**src/rtl/enoc_switch_allocator.sv**
```systemverilog
// Switch allocator for a 5-port ENoC router: one round-robin arbiter per
// output, combinational input acks and a registered crossbar select.
module enoc_switch_allocator #(
    parameter int N_PORTS = 5,
    parameter int SEL_W   = $clog2(N_PORTS)
) (
    input  logic                            clk,
    input  logic                            reset_n,
    input  logic [0:N_PORTS-1][0:N_PORTS-1] i_req,
    input  logic [0:N_PORTS-1]              i_en,
    output logic [0:N_PORTS-1]              o_ack,
    output logic [0:N_PORTS-1][SEL_W-1:0]   o_sel,
    output logic [0:N_PORTS-1]              o_sel_val,
    output logic                            o_err
);

    logic [0:N_PORTS-1][SEL_W-1:0]   ptr;
    logic [0:N_PORTS-1][0:N_PORTS-1] req_q;
    logic [0:N_PORTS-1]              gnt_val;
    logic [0:N_PORTS-1][SEL_W-1:0]   gnt_idx;
    logic                            err_now;
    logic [SEL_W:0]                  idx;

    // A multi-hot row drops all of that input's requests; U-turns drop alone.
    always_comb begin
        req_q   = '0;
        err_now = 1'b0;
        for (int i = 0; i < N_PORTS; i++) begin
            if ($countones(i_req[i]) > 1) begin
                err_now = 1'b1;
            end else begin
                if (i_req[i][i]) err_now = 1'b1;
                req_q[i]    = i_req[i];
                req_q[i][i] = 1'b0;
            end
        end
    end

    always_comb begin
        gnt_val = '0;
        gnt_idx = '0;
        idx     = '0;
        for (int o = 0; o < N_PORTS; o++) begin
            for (int k = 0; k < N_PORTS; k++) begin
                idx = {1'b0, ptr[o]} + (SEL_W+1)'(k);
                if (idx >= (SEL_W+1)'(N_PORTS))
                    idx = idx - (SEL_W+1)'(N_PORTS);
                if (i_en[o] && !gnt_val[o] && req_q[idx[SEL_W-1:0]][o]) begin
                    gnt_val[o] = 1'b1;
                    gnt_idx[o] = idx[SEL_W-1:0];
                end
            end
        end
    end

    always_comb begin
        o_ack = '0;
        for (int o = 0; o < N_PORTS; o++) begin
            if (reset_n && gnt_val[o]) o_ack[gnt_idx[o]] = 1'b1;
        end
    end

    always_ff @(posedge clk or negedge reset_n) begin
        if (!reset_n) begin
            ptr       <= '0;
            o_sel     <= '0;
            o_sel_val <= '0;
            o_err     <= 1'b0;
        end else begin
            o_err     <= o_err | err_now;
            o_sel_val <= gnt_val;
            for (int o = 0; o < N_PORTS; o++) begin
                if (gnt_val[o]) begin
                    o_sel[o] <= gnt_idx[o];
                    ptr[o]   <= (gnt_idx[o] == SEL_W'(N_PORTS-1)) ?
                                '0 : gnt_idx[o] + 1'b1;
                end
            end
        end
    end

endmodule

```
**config.mk**
```make
export PLATFORM = sky130hd
export DESIGN_NAME = enoc_switch_allocator
export DESIGN_NICKNAME = d
export VERILOG_FILES = /design/src/rtl/enoc_switch_allocator.sv
export SDC_FILE = /design/constraint.sdc
export NUM_CORES = 1
export LEC_CHECK = 0
export CAP_MARGIN = 20
export CORE_MARGIN = 10
export CORE_UTILIZATION = 65
export DETAILED_ROUTE_END_ITERATION = 10
export PLACE_DENSITY = 0.88
export SLEW_MARGIN = 20
export SYNTH_ARGS = -nofsm -noshare
export SYNTH_HDL_FRONTEND = slang
export SYNTH_SLANG_ARGS = --single-unit
```
**constraint.sdc**
```tcl
create_clock -name clk -period 9.6 [get_ports clk]
set_input_delay 0.96 -clock clk [delete_from_list [all_inputs] [get_ports clk]]
set_output_delay 0.96 -clock clk [all_outputs]
set_load 0.02 [all_outputs]
```
== Yosys cells after proc, flatten, opt, wreduce, memory -nomap -nowiden ==
Index checks and enable logic that the tools add are counted.

* Add/sub/neg operators: 70
* $lt $le $gt $ge: 65
* Equality and inequality tests: 5
* Mux-type cells: 185
* Bitwise logic cells: 35
* Reductions and logical operators: 75

{| class="wikitable"
|+ Operator list
! operator !! number
|-
| $bmux W5 S3 || 25
|-
| $mux W3 || 65
|-
| $ge A4 B4 Y1 const B || 30
|-
| $not A3 Y4 || 30
|-
| $mux W5 || 19
|-
| $ge A4 B3 Y1 const B || 20
|-
| $sub A3 B3 Y3 const B || 25
|-
| $logic_and A1 B1 Y1 || 55
|-
| $mux W1 || 50
|-
| $mux W4 || 11
|-
| $add A3 B2 Y4 const B || 10
|-
| $add A1 B1 Y2 || 10
|-
| $add A3 B1 Y4 || 5
|-
| $add A3 B1 Y4 const B || 5
|-
| $add A3 B3 Y4 const B || 5
|-
| $gt A4 B1 Y1 const B || 5
|-
| $logic_not A1 Y1 || 20
|-
| $lt A4 B1 Y1 const B || 5
|-
| $mux W2 || 10
|-
| $or A5 B5 Y5 || 4
|-
| $add A2 B2 Y3 || 5
|-
| $add A3 B1 Y3 const B || 5
|-
| $demux W1 S3 || 5
|-
| $eq A3 B3 Y1 const B || 5
|-
| other kinds (2) || 6
|}

* Flip-flop bits (word level): 36
* Input port bits: 32
* Word-level logic and storage cells: 447

== Longest topological paths before layout ==
* Depth after elaboration: 40
* Gate-level depth with buffers: 19

== Least setup slack after synthesis ==
No wires, ideal clock.

* Path type: in2out
* Start: input i_req[5] in the netlist's numbering
* End: output o_ack[0] in the netlist's numbering
* Arrival time: 4,633 ps
* Path slack: 4,007 ps
* Stages: 14
* Path through: inv_1 fa_1 inv_1 ha_1 or4bb_1 o211ai_1 o311ai_1 a211oi_4 mux2i_1 o211ai_2 nor3_1 o2bb2ai_1 nor4_1 or4_1

{| class="wikitable"
|+ RTL lines
! what !! line !! source
|-
| start, declared || 9 || <nowiki>input logic [0:N_PORTS-1][0:N_PORTS-1] i_req,</nowiki>
|-
| end, declared || 11 || <nowiki>output logic [0:N_PORTS-1] o_ack,</nowiki>
|}

==> results.txt <==
- Per-instance average area after synthesis: 7.71 um^2
- Sequential cell area fraction in the yosys report: 0.131
* Number of clock buffers inserted by TritonCTS: 5
- Top-count cell post-synth: nand2_1
* Grt ovf: 0
- The longest clock path from root to sink contains 2 buffers.
- From left edge to right edge, the die measures 123 um.
- Buffers placed on the I/O ports in this run total 57.
* Worst Setup Start Kind: primary input
- Number of instances in the synthesized netlist: 892
* Sinks on Clock Net: 36
- Yosys warnings: 0
- The number of global-route vias before repair is 6334.
- The floorplan step defined a core boundary enclosing 0.0103 mm^2.
- Min-Delay Path Class: flop to flop
- Headroom to the max-slew limit came out at 0.350.
* Peak per-stage delay on the critical path: 0.62 ns
* Critical Path RT: 8.64 ns
- Top cell type's share of synthesized area: 0.131
* Post-synth net total: 988
- Unrepaired setup endpoints after global routing: no
- Relative to the synthesized area, the layout overhead comes to 8.33%.
* Setup Fix Bufs, Post-CTS: 0
- Dominant cells by area after synthesis: dfrtp_1, ha_1, mux2i_1
- Area of the multi-input gates: around 0.0054 mm^2
- Max Fanout on Critical Path: 6
- After the first detailed-routing iteration, the DRC count stood at slightly below 800.
- In this run, synthesis inferred 0 flip-flops with an integrated enable.
- CTS Hold Buffers Added: 0
* Crit. End Element: output pin
* Routed via count divided by cell count: approximately 6.6
- Maximum level of the CTS H-tree: 2
- Chip height: 123 um
- Max-cap violations in this run came to 0.
- Counting the fill cells in the layout gives 860.
- Number of antenna violations at the first check in global routing: 0
* Standard-cell rows: 37
- Once detail routing completed, the nets flagged for antenna violations numbered 0.
- Post-synth top flop: dfrtp_1
- Global-route wire length before repair: 31900 um
* Async set-or-reset flop fraction in the synthesized netlist: 1.00
- 0 antenna diodes ended up in the layout.
- Total Routing Usage GR: 0.254
- Clock tree synthesis selected as its root buffer the cell clkbuf_8.
* Number of hold violations in the final report: 0
- Period utilisation layout: 0.730
* Clk_skew: ~0.011 ns
- After detailed routing, the number of remaining DRC violations is 0.
* Resize count post-CTS: 0
- The slowest stage of the critical path belongs to the cell or4bb_1.
- TritonCTS built the clock tree.
- Final setup fails: 0
- Post-synthesis register bit count: 36
* Total number of vias: 7018
* Number of distinct library cells after synthesis: 103
- Average detailed-routed wire length per instance: 18.4 um
* Family with the most delay on the worst path: simple AND/OR/NAND/NOR gates
- After synthesis the cells add up to 0.00688 mm^2.
- Post-CTS clock slew at the launch and capture registers of the worst setup and hold paths: 0.07 ns
- The wire-length estimate of the detail-placed layout is 15300 um.
* Router iterations before antenna repair: 6
* Detailed Route WL: 19500 um
- The run finished with clean final reports.
* Final Slew Violations: 0
- Post-layout min period: 7.01 ns
- Initial Utilization: 0.666
- At the pin with the least slew margin, the transition time is 0.972 ns.
* Fraction of final layout cells with drive strength greater than 1: 0.0727
- Maximum number of pins on one net before global-route repair: 48
* Crit path kind: primary input to output pin
* Worst path cell trace: clkdlybuf4s50_1 -> inv_1 -> fa_1 -> inv_1 -> ha_1 -> or4bb_1 -> o211ai_1 -> o311ai_1 -> a211oi_4 -> mux2i_1 -> o211ai_2 -> nor3_1 -> o2bb2ai_1 -> nor4b_1 -> or4_1 -> clkdlybuf4s50_1
- The net count of the finished layout is a little over 1000.
* Clock Latency Late Sink: 0.31 ns
* Max Clk Rate: between 0.1 and 0.15 GHz
- Most used standard cells in the synthesized netlist: nand2_1, inv_1, nor2_1
- Total negative slack for setup checks: 0 ns
- 58 I/O pins were placed.
* Top cell type by total area after synthesis: dfrtp_1
* WP data arrival: around 6.1 ns
* Gpl congestion: between 0.9 and 1
* Crit path buf inv count: 4
- Area taken by flip-flops and latches: 901 um^2
* Area of the die: 0.0151 mm^2
## flip-flops by register name, indices dropped and copies added (netlist names)
name       cells
o_err          1
ptr           15
o_sel_val      5
o_sel         15
## worst paths after layout
check	startpoint	to	slack, ns	depth (start not counted)
worst max-delay path	i_req[5]	o_ack[1]	2.59	16
worst min-delay path	o_sel[0]	o_sel[0]	0.48	2
worst max register to register	ptr[9]	ptr[11]	4.66	15
worst min register to register	o_sel[0]	o_sel[0]	0.48	2
max in group asynchronous	reset_n	o_sel[2]	8.49	2
min in group asynchronous	reset_n	ptr[11]	0.70	2
## worst min-delay path: stages, from the launching register on
cell and delay, ns:
dfrtp_1 0.34, nand2_1 0.05, nand2_1 0.06
## cells in the final DEF, fill, tap and decap left out, types with 7 or more instances in the layout
cell,synthesis,routed
ha_1,54,54
and3_1,17,17
mux2i_1,33,33
dfrtp_1,36,36
nand4_1,17,17
nand3_1,32,32
fa_1,10,10
clkdlybuf4s50_1,0,56
o21ai_0,40,40
o22ai_1,13,13
nor2b_1,19,19
nor3b_1,7,7
or3_1,9,9
nor3_1,22,22
xnor2_1,18,18
a211oi_1,17,17
and2_1,12,12
nand2b_1,21,21
nor2_1,60,60
a21oi_1,44,44
a31oi_1,15,15
o31ai_1,13,13
nand2_1,78,78
o21a_1,10,10
inv_1,74,74
a21o_1,19,19
## layout make-up
class / count / share of cell area
clock buffer: 5 / 0.00924
timing repair buffer: 58 / 0.0769
sequential: 36 / 0.121
clock inverter: 3 / 0.00252
tap: 136 / 0.0228
multi-input combinational: 743 / 0.729
inverter: 77 / 0.0388
## logic make-up after synthesis
family / count (synthesis) / share of synthesized area
compound gates: 274 / 0.299
simple gates: 343 / 0.271
xor+xnor: 21 / 0.0278
buf+inv: 113 / 0.0795
flops: 36 / 0.131
mux: 41 / 0.0644
fa+ha+maj: 64 / 0.127
## stage by stage
stage / hold WS (ns) / instances / instance area, um^2 / utilization / setup WS [ns]
6_report: 0.478 / 1058 / 7450 / 0.722 / 2.59
5_1_grt: 0.504 / 1058 / 7450 / 0.722 / 2.27
4_1_cts: 0.482 / 1058 / 7450 / 0.722 / 2.62
3_5_place_dp: 0.465 / 1050 / 7360 / 0.713 / 2.64
3_3_place_gp: 0.460 / 1050 / 7360 / 0.713 / 2.73
2_1_floorplan: 0.580 / 892 / 6880 / - / 4.01
## per-layer routing
layer / GRT usage / part of all wire / up-vias
li1: - / - / 3372
met1: 0.341 / 0.43 / 3293
met2: 0.401 / 0.45 / 325
met3: 0.0523 / 0.094 / 28
met4: 0.0722 / 0.018 / 0
met5: 0 / 0 / -
Power is left out: the tool's default activity adds up to more than one toggle a clock period on the data nets, which glitch-free logic cannot reach.
